===== config.mk =====
export PLATFORM = sky130hd
export DESIGN_NAME = latency_report
export DESIGN_NICKNAME = d
export VERILOG_FILES = /design/src/rtl/latency_report.sv
export SDC_FILE = /design/constraint.sdc
export NUM_CORES = 1
export LEC_CHECK = 0
export CORE_MARGIN = 4
export CORE_UTILIZATION = 55
export CTS_BUF_LIST = sky130_fd_sc_hd__clkbuf_2 sky130_fd_sc_hd__clkbuf_4 sky130_fd_sc_hd__clkbuf_8
export DETAILED_ROUTE_END_ITERATION = 7
export PLACE_DENSITY = 0.76
export SETUP_SLACK_MARGIN = 0.05
export SYNTH_ARGS = -nofsm -noshare
export SYNTH_HDL_FRONTEND = slang
export SYNTH_SLANG_ARGS = --single-unit

===== constraint.sdc =====
create_clock -name clk -period 3.99 [get_ports clk]
set_clock_uncertainty 0.2 [all_clocks]
set_input_delay 0.5985 -clock clk [delete_from_list [all_inputs] [get_ports clk]]
set_output_delay 0.5985 -clock clk [all_outputs]
set_load 0.02 [all_outputs]

===== src/rtl/latency_report.sv =====
// Reporting stage for the NoC latency monitor: counts accumulated packets, snapshots
// sum/min/max on window end, divides serially and streams a byte frame. CRC byte: LAT_REPORT_CRC_EN.
module latency_report #(
    parameter int SUM_W = 24,
    parameter int MIN_W = 16,
    parameter int MAX_W = 16,
    parameter int CNT_W = 16
) (
    input  logic             clk,
    input  logic             rst_n,
    input  logic             EN,
    input  logic             receive_finish_flag,
    input  logic [SUM_W-1:0] latency_sum_circuit,
    input  logic [MIN_W-1:0] latency_min_circuit,
    input  logic [MAX_W-1:0] latency_max_circuit,
    input  logic             report_ready,
    output logic             report_valid,
    output logic [7:0]       report_data,
    output logic             report_last,
    output logic             busy,
    output logic             report_overrun
);
    localparam int NB_CNT  = (CNT_W + 7) / 8;
    localparam int NB_SUM  = (SUM_W + 7) / 8;
    localparam int NB_MIN  = (MIN_W + 7) / 8;
    localparam int NB_MAX  = (MAX_W + 7) / 8;
    localparam int FRAME_B = 1 + 2 * NB_CNT + NB_SUM + NB_MIN + NB_MAX;
`ifdef LAT_REPORT_CRC_EN
    localparam int TOTAL_B = FRAME_B + 1;
`else
    localparam int TOTAL_B = FRAME_B;
`endif
    localparam int IDX_W = $clog2(TOTAL_B + 1);
    localparam int DIV_W = $clog2(SUM_W + 1);
    localparam logic [SUM_W-1:0] AVG_MAX = {{(SUM_W-CNT_W){1'b0}}, {CNT_W{1'b1}}};

    typedef enum logic [1:0] {S_IDLE, S_WAIT, S_DIV, S_SEND} state_t;

    state_t           state_q, state_d;
    logic [2:0]       en_q;
    logic [1:0]       flag_q;
    logic [CNT_W-1:0] cnt_q;
    logic [1:0]       wcnt_q;
    logic [DIV_W-1:0] divc_q;
    logic [IDX_W-1:0] idx_q;
    logic [SUM_W-1:0] snap_sum_q, quo_q;
    logic [MIN_W-1:0] snap_min_q;
    logic [MAX_W-1:0] snap_max_q;
    logic [CNT_W-1:0] snap_cnt_q, rem_q, avg_q;
    logic             overrun_q;

    logic             flag_rise, accept, div_last, send_last;
    logic [CNT_W:0]   rem_sh, rem_sub;
    logic             rem_ge;
    logic [SUM_W-1:0] quo_nxt;
    logic [7:0]       frame_byte;

    assign flag_rise = receive_finish_flag & ~flag_q[0];
    assign accept    = report_valid & report_ready;
    assign div_last  = (divc_q == DIV_W'(SUM_W - 1));
    assign send_last = accept && (idx_q == IDX_W'(TOTAL_B - 1));

    // Same EN/flag delays as the accumulator so the count matches the running sum.
    always_ff @(posedge clk or negedge rst_n) begin
        if (!rst_n) begin
            en_q      <= '0;
            flag_q    <= '0;
            cnt_q     <= '0;
            overrun_q <= 1'b0;
        end else begin
            en_q   <= {en_q[1:0], EN};
            flag_q <= {flag_q[0], receive_finish_flag};
            if (en_q[2] && !flag_q[1] && cnt_q != '1)
                cnt_q <= cnt_q + CNT_W'(1);
            if (flag_rise && state_q != S_IDLE)
                overrun_q <= 1'b1;
        end
    end

    // One restoring step: dividend bits shift out of quo_q as quotient bits shift in.
    always_comb begin
        rem_sh  = {rem_q, quo_q[SUM_W-1]};
        rem_ge  = (rem_sh >= {1'b0, snap_cnt_q});
        rem_sub = rem_sh - {1'b0, snap_cnt_q};
        quo_nxt = {quo_q[SUM_W-2:0], rem_ge};
    end

    always_ff @(posedge clk or negedge rst_n) begin
        if (!rst_n) begin
            state_q <= S_IDLE;
        end else begin
            state_q <= state_d;
        end
    end

    always_comb begin
        state_d = state_q;
        case (state_q)
            S_IDLE: if (flag_rise)      state_d = S_WAIT;
            S_WAIT: if (wcnt_q == 2'd0) state_d = S_DIV;
            S_DIV:  if (div_last)       state_d = S_SEND;
            S_SEND: if (send_last)      state_d = S_IDLE;
            default:                    state_d = S_IDLE;
        endcase
    end

`ifdef LAT_REPORT_CRC_EN
    logic [7:0] crc_q;

    function automatic logic [7:0] crc8_byte(input logic [7:0] c, input logic [7:0] d);
        logic [7:0] r;
        r = c ^ d;
        for (int b = 0; b < 8; b++)
            r = r[7] ? ((r << 1) ^ 8'h07) : (r << 1);
        return r;
    endfunction

    always_ff @(posedge clk or negedge rst_n) begin
        if (!rst_n) begin
            crc_q <= '0;
        end else if (state_q == S_DIV) begin
            crc_q <= '0;
        end else if (state_q == S_SEND && accept && idx_q < IDX_W'(FRAME_B)) begin
            crc_q <= crc8_byte(crc_q, report_data);
        end
    end
`endif

    always_ff @(posedge clk or negedge rst_n) begin
        if (!rst_n) begin
            wcnt_q     <= '0;
            divc_q     <= '0;
            idx_q      <= '0;
            snap_sum_q <= '0;
            snap_min_q <= '0;
            snap_max_q <= '0;
            snap_cnt_q <= '0;
            quo_q      <= '0;
            rem_q      <= '0;
            avg_q      <= '0;
        end else begin
            case (state_q)
                S_IDLE: if (flag_rise) wcnt_q <= 2'd2;
                S_WAIT: begin
                    if (wcnt_q != 2'd0) begin
                        wcnt_q <= wcnt_q - 2'd1;
                    end else begin
                        snap_sum_q <= latency_sum_circuit;
                        snap_min_q <= latency_min_circuit;
                        snap_max_q <= latency_max_circuit;
                        snap_cnt_q <= cnt_q;
                        quo_q      <= latency_sum_circuit;
                        rem_q      <= '0;
                        divc_q     <= '0;
                    end
                end
                S_DIV: begin
                    divc_q <= divc_q + DIV_W'(1);
                    // A zero count skips the arithmetic but keeps the fixed cycle budget.
                    if (snap_cnt_q != '0) begin
                        quo_q <= quo_nxt;
                        rem_q <= rem_ge ? rem_sub[CNT_W-1:0] : rem_sh[CNT_W-1:0];
                    end
                    if (div_last) begin
                        idx_q <= '0;
                        if (snap_cnt_q == '0 || quo_nxt > AVG_MAX)
                            avg_q <= '1;
                        else
                            avg_q <= quo_nxt[CNT_W-1:0];
                    end
                end
                S_SEND: if (accept) idx_q <= idx_q + IDX_W'(1);
                default: ;
            endcase
        end
    end

    // Frame image built from the shadow registers only; fields zero-padded, MSB byte first.
    logic [8*NB_CNT-1:0]  cnt_pad, avg_pad;
    logic [8*NB_SUM-1:0]  sum_pad;
    logic [8*NB_MIN-1:0]  min_pad;
    logic [8*NB_MAX-1:0]  max_pad;
    logic [8*FRAME_B-1:0] frame_v, frame_sh;

    always_comb begin
        cnt_pad = '0;
        avg_pad = '0;
        sum_pad = '0;
        min_pad = '0;
        max_pad = '0;
        cnt_pad[CNT_W-1:0] = snap_cnt_q;
        avg_pad[CNT_W-1:0] = avg_q;
        sum_pad[SUM_W-1:0] = snap_sum_q;
        min_pad[MIN_W-1:0] = snap_min_q;
        max_pad[MAX_W-1:0] = snap_max_q;
        frame_v    = {8'hA5, cnt_pad, sum_pad, min_pad, max_pad, avg_pad};
        frame_sh   = frame_v << {idx_q, 3'b000};
        frame_byte = frame_sh[8*FRAME_B-1 -: 8];
    end

    always_comb begin
        report_valid   = (state_q == S_SEND);
        report_data    = 8'h00;
        report_last    = 1'b0;
        busy           = (state_q == S_DIV) || (state_q == S_SEND);
        report_overrun = overrun_q;
        if (state_q == S_SEND) begin
            report_data = frame_byte;
`ifdef LAT_REPORT_CRC_EN
            if (idx_q == IDX_W'(FRAME_B))
                report_data = crc_q;
`endif
            report_last = (idx_q == IDX_W'(TOTAL_B - 1));
        end
    end

endmodule


# Word level (Yosys, flattened, before mapping)
# Index checks and enable logic that the tools add are counted.
# totals
word_cells	87
register_bits	163
# classes
magnitude_cmp	2
bitwise	4
n_shift	1
reduce_logical	23
n_eq_ne	14
add_sub_neg	5
mux	23
# ops
cell	n
$shl A96 B7 Y96	1
$mux W16	4
$mux W24	2
$pmux W24 S2	1
$pmux W16 S2	1
$gt A24 B16 Y1 const B	1
$ge A17 B16 Y1	1
$add A16 B1 Y16 const B	1
$logic_not A16 Y1	1
$ne A16 B16 Y1 const B	1
$reduce_bool A16 Y1	1
$sub A16 B16 Y16	1
$mux W2	6
$ne A2 B2 Y1 const B	6
$pmux W5 S2	1
$reduce_bool A2 Y1	5
$reduce_and A3 Y1	3
$mux W4	2
$mux W8	1
$pmux W2 S4	1
$pmux W4 S2	1
$reduce_and A2 Y1	3
$add A5 B1 Y5 const B	1
$eq A5 B5 Y1 const B	1
16 further kinds	25

# Logic depth before layout (Yosys ltp)
# Gate-level depths: netlist of the first run.
# depth
word_depth	5
depth_mapped	10
depth_no_buf	10

# Worst setup path before layout of the first run
# No wires, ideal clock.
# synth_path
kind	register -> register
from	register snap_cnt_q[1] (netlist: cnt_pad[1])
to	register rem_q[7]
synth_period_minus_slack_ns	2.473
path_buffers	1
setup_ns	0.134
required_time_ns	3.656
t_arrival_ns	2.139
slack_ns	1.517
stages_incl_launch_ff	11
cell_sequence	dfrtp_1 inv_1 ha_1 nor2b_1 o2111a_1 o311ai_4 a31oi_1 o32ai_2 buf_6 mux2i_1 o21ai_1
# synth_via
elab_chain_cells	4
# synth_rtl
item	line	rtl
start, declared	49	logic [CNT_W-1:0] snap_cnt_q, rem_q, avg_q;
start signal, assigned	151	snap_cnt_q <= cnt_q;
$sub A16 B16 Y16 or $ge A17 B16 Y1 (tied branches)	84, 83	
$mux W16	162	rem_q <= rem_ge ? rem_sub[CNT_W-1:0] : rem_sh[CNT_W-1:0];
$mux W16	160	if (snap_cnt_q != '0) begin
$pmux W16 S2	142	case (state_q)
end signal, assigned	162	
end, declared	49	
# Parallel ways exist; a longest one is shown, timed or not. The select of a mux whose other input is x is not followed.
# A chain may end at the register's enable or synchronous reset.

# Worst setup path in the final report of the first run
# layout_path
from	register idx_q[1]
to	output port report_data[1]
# layout_via
elab_chain_cells	2
# layout_rtl
item	line	rtl
start, declared	45	logic [IDX_W-1:0] idx_q;
start signal, assigned	172	S_SEND: if (accept) idx_q <= idx_q + IDX_W'(1);
$shl A96 B7 Y96	197	frame_sh = frame_v << {idx_q, 3'b000};
$mux W8	207	if (state_q == S_SEND) begin
end, declared	18	output logic [7:0] report_data,
# No other way between the ends.

==> results of run 1 <==
-- kinds of logic (layout without fill, tap and decap cells) --
group | after synthesis | after routing
mux | 119 | 119
xor+xnor | 27 | 27
simple gates | 195 | 195
flops | 163 | 163
fa+ha+maj | 25 | 25
buf+inv | 75 | 152
compound gates | 153 | 153
-- cells in the final DEF (no fill, tap or decap), types with 8 or more instances in the layout --
master,netlist,layout
a21oi_1,26,26
and2_1,9,9
buf_4,1,9
clkbuf_8,0,17
clkdlybuf4s50_1,0,71
dfrtp_1,163,163
ha_1,24,23
inv_1,37,37
mux2_2,73,73
mux2i_1,30,30
mux4_2,16,16
nand2_1,80,79
nand2b_1,11,11
nand3_1,23,23
nand4_1,8,8
nor2_1,31,31
o21ai_0,49,49
o22a_1,16,16
o311ai_1,10,10
xnor2_1,15,15
xor2_1,12,12
-- power by group --
group | internal (W) | switching, W
clock network | 0.000816 | 0.000637
logic | 0.00164 | 0.00190
registers | 0.00224 | 0.000553
-- worst min path at each step --
stage | start | to | slack, ns | cells after the start
after floorplan | rst_n | avg_pad[0]$_DFFE_PN0P_ | 0.10 | 0
after global placement | en_q[1]$_DFF_PN0_ | en_q[2]$_DFF_PN0_ | 0.13 | 0
after detailed placement | en_q[1]$_DFF_PN0_ | en_q[2]$_DFF_PN0_ | 0.14 | 0
after CTS | en_q[0]$_DFF_PN0_ | en_q[1]$_DFF_PN0_ | 0.16 | 0
after global routing | en_q[0]$_DFF_PN0_ | en_q[1]$_DFF_PN0_ | 0.16 | 0
final | en_q[0]$_DFF_PN0_ | en_q[1]$_DFF_PN0_ | 0.15 | 0
-- metrics by stage --
stage | setup slack [ns] | total power, W | instance area, sq um | hold slack, ns | instances
floorplan | 1.517 | 0.005285 | 8431 | 0.1029 | 757
global placement | 0.8761 | 0.006137 | 9325 | 0.1326 | 985
detailed placement | 0.8102 | 0.006327 | 9325 | 0.1418 | 985
CTS | 0.2914 | 0.007789 | 9821 | 0.1573 | 1018
global route | 0.1482 | 0.008296 | 9821 | 0.1595 | 1018
finish | 0.2914 | 0.007792 | 9821 | 0.1546 | 1018
-- flip-flops by register name, summed over array words and instances, names as in the netlist, 4 cells and up --
register,flops
divc_q,5
idx_q,4
max_pad,16
cnt_pad,16
quo_q,24
cnt_q,16
snap_sum_q,24
min_pad,16
rem_q,16
avg_pad,16
-- Yosys cell counts, drive strengths merged (3+ instances only) --
| cell type | number |
|---|---|
| o21ai | 52 |
| nand2 | 80 |
| mux2i | 30 |
| o21a | 4 |
| ha | 24 |
| clkbuf | 28 |
| and4 | 3 |
| nand4 | 9 |
| o22ai | 4 |
| a31oi | 3 |
| dfrtp | 163 |
| mux4 | 16 |
| o311ai | 13 |
| xnor2 | 15 |
| nand4b | 3 |
| xor2 | 12 |
| a21oi | 26 |
| o31ai | 3 |
| nor2b | 4 |
| a21o | 3 |
| o22a | 16 |
| mux2 | 73 |
| nor2 | 32 |
| and2 | 9 |
| nor4 | 6 |
| inv | 37 |
| nand2b | 11 |
| a211oi | 4 |
| and3 | 3 |
| nand3 | 23 |
| a22o | 6 |
| buf | 10 |
| nor3 | 7 |
| a22oi | 4 |
-- layer usage --
| metal | vias up | global-route usage (%) | part of all wire, % |
|---|---|---|---|
| li1 | 2858 | - | - |
| met1 | 3173 | 33.19 | 43 |
| met2 | 186 | 41.43 | 50 |
| met3 | 39 | 4.427 | 4.4 |
| met4 | 0 | 8.343 | 2.5 |
| met5 | - | 0 | 0 |
-- final cells by class --
| class | instances | area [sq um] |
|---|---|---|
| Timing Repair Buffer | 83 | 819.5 |
| Clock inverter | 15 | 251.5 |
| Inverter | 37 | 138.9 |
| Sequential cell | 163 | 4079 |
| Fill cell | 1122 | 4933 |
| Tap cell | 184 | 230.2 |
| Clock buffer | 17 | 234.0 |
| Multi-Input combinational cell | 519 | 4068 |
-- timing repair --
action | CTS | global route
setup buffers | 0 | 0
endpoints found under the hold margin | 75 | 0
hold buffers | 1 | 0
setup endpoints to repair | 0 | 0
==> impl_metrics.toml, run 1 <==
[sta]
tns_ns = 0
min_period_ns = 3.699
hold_viol = 0
tightest_slew_ns = 1.015
slew_violations = 0
min_period_over_period_pct = 92.70
rsz0062_at_grt = "no"
fmax_mhz = 270.4
setup_viol = 0
relSlewSlack_pct = 32.31

[cts]
cts_buffers = 17
cts.path.max_buffers = 2
cts_tree = "done"
path_clk_slew_ns = 0.09
cts-resized-gates = 0
cts.htree.levels = 4
clock_latency_ns = 0.46
root_buffer = "clkbuf_8"
cts.sinks = 163

[synthesis]
synth_xor_area_share_pct = 2.805
syn_area_sq_um = 8431
synth.area.mux_share_pct = 17.59
async_flop_share_pct = 100.0
synth_top_family_by_area = "multiplexers"
synth_edf_count = 0
synth_seq_cells = 163
synth_compound_area_share_pct = 12.56
yosys_warnings = 0
ys_types = 63
synthCells = 757
synth_adder_area_share_pct = 3.799
seq_area_frac_synth_pct = 48.38
yosysTopAreaCell = "dfrtp_1"
netlist.area_leader.share_pct = 48.38
synth-main-ff-cell = "dfrtp_1"
synth-simple-area-share_pct = 11.25
avgSynthCellArea_sq_um = 11.14
syn-num-nets = 843
synth.area.top_cells = "dfrtp_1 (48%), mux2_2 (9.8%), mux4_2 (4.3%)"

[route]
drt-initial-drc-count = 410
drc = 0
first_pass_iters = 4
vias_per_cell = 6.145
vias = 6256
drt.antenna.violating_nets = 0
wl_per_cell_microns = 20.51
wl_microns = 20880

[power]
leakage_nw = 4.134
max-vdd-ir-drop_mv = 0.4238
cellPowerDensity_nw_per_um2 = 793.5

[cells_and_area]
layout-drive-gt1-share_pct = 17.03
final_util_pct = 66.56
nets = 907
syn_to_final_growth_pct = 16.49
antennaDiodeCount = 0

[floorplanning]
io_pins = 73
die_w_microns = 131.8
initial_core_util_pct = 57.14
die-area_sq_um = 17370
die_y_microns = 131.8
core_sq_um = 14750
rows = 44

[grt]
grt_max_degree = 79
overflow = 0
track_usage_pct = 24.85
antenna_found_initial = 0
first_global_vias = 6542
grt_pass1_wl_microns = 34220

[setup_path]
r2r-start = "cnt_pad[7]$_DFFE_PN0P_"
critical_path_peak_fanout = 17
startpoint_type = "flip-flop"
worst_ep_required_time_ns = 3.19
arrival_ns = 2.90
cp_num_buf_inv = 2
crit_end = "report_data[1]"
cp_num_cells = 9
r2r_cells = 10
timing.rr.end = "rem_q[14]$_DFFE_PN0P_"
max_stage_delay_ns = 0.69
setup.worst_path.class = "reg -> out"
crit_path_top_delay_cell = "dfrtp_1"
endpoint_kind = "output pin"
crit_family = "buffers and inverters"
critPathLaunch = "idx_q[1]$_DFFE_PN0P_"
crit_chain = "buf_4 > nand2_1 > o21ai_0 > a22oi_1 > nor2_1 > a21oi_1 > o22ai_1 > and2_1 > clkdlybuf4s50_1"
regToRegSetupSlack_ns = 0.89

[hold_path]
hold_path.class = "reg -> reg"

[placement]
hpwlAfterDp_microns = 15410
gp_congestion = 0.9063
io_buffers = 72

[job]
cap_violations = 0

[outcome]
status = "finished, final reports clean"
(Power assumes the default switching activity.)
==> run 2: changes to the inputs <==
==> constraint.sdc (replaced) <==
create_clock -name clk -period 4.11 [get_ports clk]
set_clock_uncertainty 0.2 [all_clocks]
set_input_delay 0.6165 -clock clk [delete_from_list [all_inputs] [get_ports clk]]
set_output_delay 0.6165 -clock clk [all_outputs]
set_load 0.02 [all_outputs]
==> run 2 against run 1 <==
First-iteration DRC count increased by 43%. Global-route usage down 0.70 points. Sequential share of layout area grew 0.37 points. Clock power is 19% lower. Critical path depth is 3 lower. Sequential power decreased by 3%. Utilization down 0.59 points. Worst setup slack better by 0.092 ns. Worst hold slack better by 0.0050 ns. Critical endpoint is now report_data[0]. Highest routed layer unchanged.
==> impl_metrics.toml, run 2 (synthesized netlist as in run 1, its figures left out) <==
[cells_and_area]
multi_input_area_sq_um = 4068
mostFrequentLayoutCells = "dfrtp_1 (163), nand2_1 (79), mux2_2 (73), clkdlybuf4s50_1 (71), o21ai_0 (49)"
fillers = 1111
register_area_sq_um = 4079
antennaDiodeCount = 0
syn_to_final_growth_pct = 15.46
layout-drive-gt1-share_pct = 16.73
top_regs = "quo_q: 24 flops, snap_sum_q: 24 flops"
final_common_cell = "dfrtp_1"
nets = 905
fin_cells = 1015

[sta]
tns_ns = 0
fmax_mhz = 268.4
slew_violations = 0
tightest_slew_ns = 1.219
min_period_ns = 3.726
setup_viol = 0
hold_viol = 0
rsz0062_at_grt = "no"
relSlewSlack_pct = 18.73
min_period_over_period_pct = 90.67

[cts]
cts-resized-gates = 0
cts.htree.levels = 4
cts.sinks = 163
root_buffer = "clkbuf_8"
cts_tree = "done"
cts_buffers = 17
postCtsHoldBufs = 1
cts_setup_buffers = 0
clock_latency_ns = 0.47
cts.path.max_buffers = 2
path_clk_slew_ns = 0.09

[floorplanning]
die_w_microns = 131.8
die-area_sq_um = 17370
rows = 44
die_y_microns = 131.8
initial_core_util_pct = 57.14
core_sq_um = 14750
io_pins = 73

[placement]
hpwlAfterDp_microns = 14480
io_buffers = 72
dp.cells = 983
gp_congestion = 0.8989

[setup_path]
endpoint_kind = "output pin"
arrival_ns = 2.91
startpoint_type = "flip-flop"
critical_path_peak_fanout = 30
regToRegSetupSlack_ns = 1.01
worst_ep_required_time_ns = 3.29
setup.worst_path.class = "reg -> out"

[grt]
overflow = 0
track_usage_pct = 24.15
first_global_vias = 6371
grt_pass1_wl_microns = 33390
antenna_found_initial = 0
grt_max_degree = 85

[route]
drt-initial-drc-count = 588
drt.antenna.violating_nets = 0
wl_per_cell_microns = 19.74
vias = 6234
wl_microns = 20040
vias_per_cell = 6.142
first_pass_iters = 5
drc = 0

[hold_path]
hold_path.class = "reg -> reg"

[outcome]
status = "finished, final reports clean"

[job]
cap_violations = 0

[power]
cellPowerDensity_nw_per_um2 = 749.4
max-vdd-ir-drop_mv = 0.4177
leakage_nw = 4.099
[run 2: final timing paths]
check	from	to	cells after the start
max	idx_q[0]$_DFFE_PN0P_	report_data[0]	6
max reg2reg	cnt_pad[13]$_DFFE_PN0P_	rem_q[7]$_DFFE_PN0P_	9
min	en_q[1]$_DFF_PN0_	en_q[2]$_DFF_PN0_	0
min in group asynchronous	rst_n	report_overrun$_DFFE_PN0P_	2
min reg2reg	en_q[1]$_DFF_PN0_	en_q[2]$_DFF_PN0_	0
max in group asynchronous	rst_n	rem_q[9]$_DFFE_PN0P_	3
[run 2: routing by layer]
layer  track usage [%]  share of wire, %  vias up
met4             9.335               2.7        0
met2             38.42                48      218
met3             5.954               5.7       39
li1                  -                 -     2867
met5                 0                 0        -
met1             32.28                44     3110
[run 2: metrics by stage]
| stage | hold slack, ns | utilization [%] | setup WS [ns] | power [W] | cell area [sq um] |
|---|---|---|---|---|---|
| 6_report | 0.1596 | 65.98 | 0.3836 | 0.007295 | 9734 |
| 5_1_grt | 0.1659 | 65.98 | 0.1986 | 0.007805 | 9734 |
| 4_1_cts | 0.1628 | 65.98 | 0.3610 | 0.007302 | 9734 |
| 3_5_place_dp | 0.1426 | 63.19 | 0.8892 | 0.006097 | 9323 |
| 3_3_place_gp | 0.1332 | 63.19 | 0.9115 | 0.005951 | 9323 |
| 2_1_floorplan | 0.1209 | - | 1.637 | 0.005131 | 8431 |
[run 2: cell type report]
cell class	instances	share of cell area (%)
clock buffers	21	2.841
well taps	184	2.365
multi-input cells	519	41.79
repair buffers	81	8.393
clock inverters	10	1.285
flip-flops and latches	163	41.90
inverters	37	1.427
[run 2: report_power, final]
group,total [W],switching [W],internal (W),leakage [nW]
clock network,0.00118,0.000589,0.000590,0.209
registers,0.00271,0.000536,0.00217,1.97
logic,0.00341,0.00181,0.00159,1.92
total,0.00729,0.00294,0.00436,4.10
[run 2: worst max-delay path, stage by stage, from the launching register on]
cell	delay, ns
dfrtp_1	0.37
buf_4	0.43
mux4_2	0.57
a21oi_1	0.18
o21ai_0	0.13
and2_1	0.20
clkdlybuf4s50_1	0.54
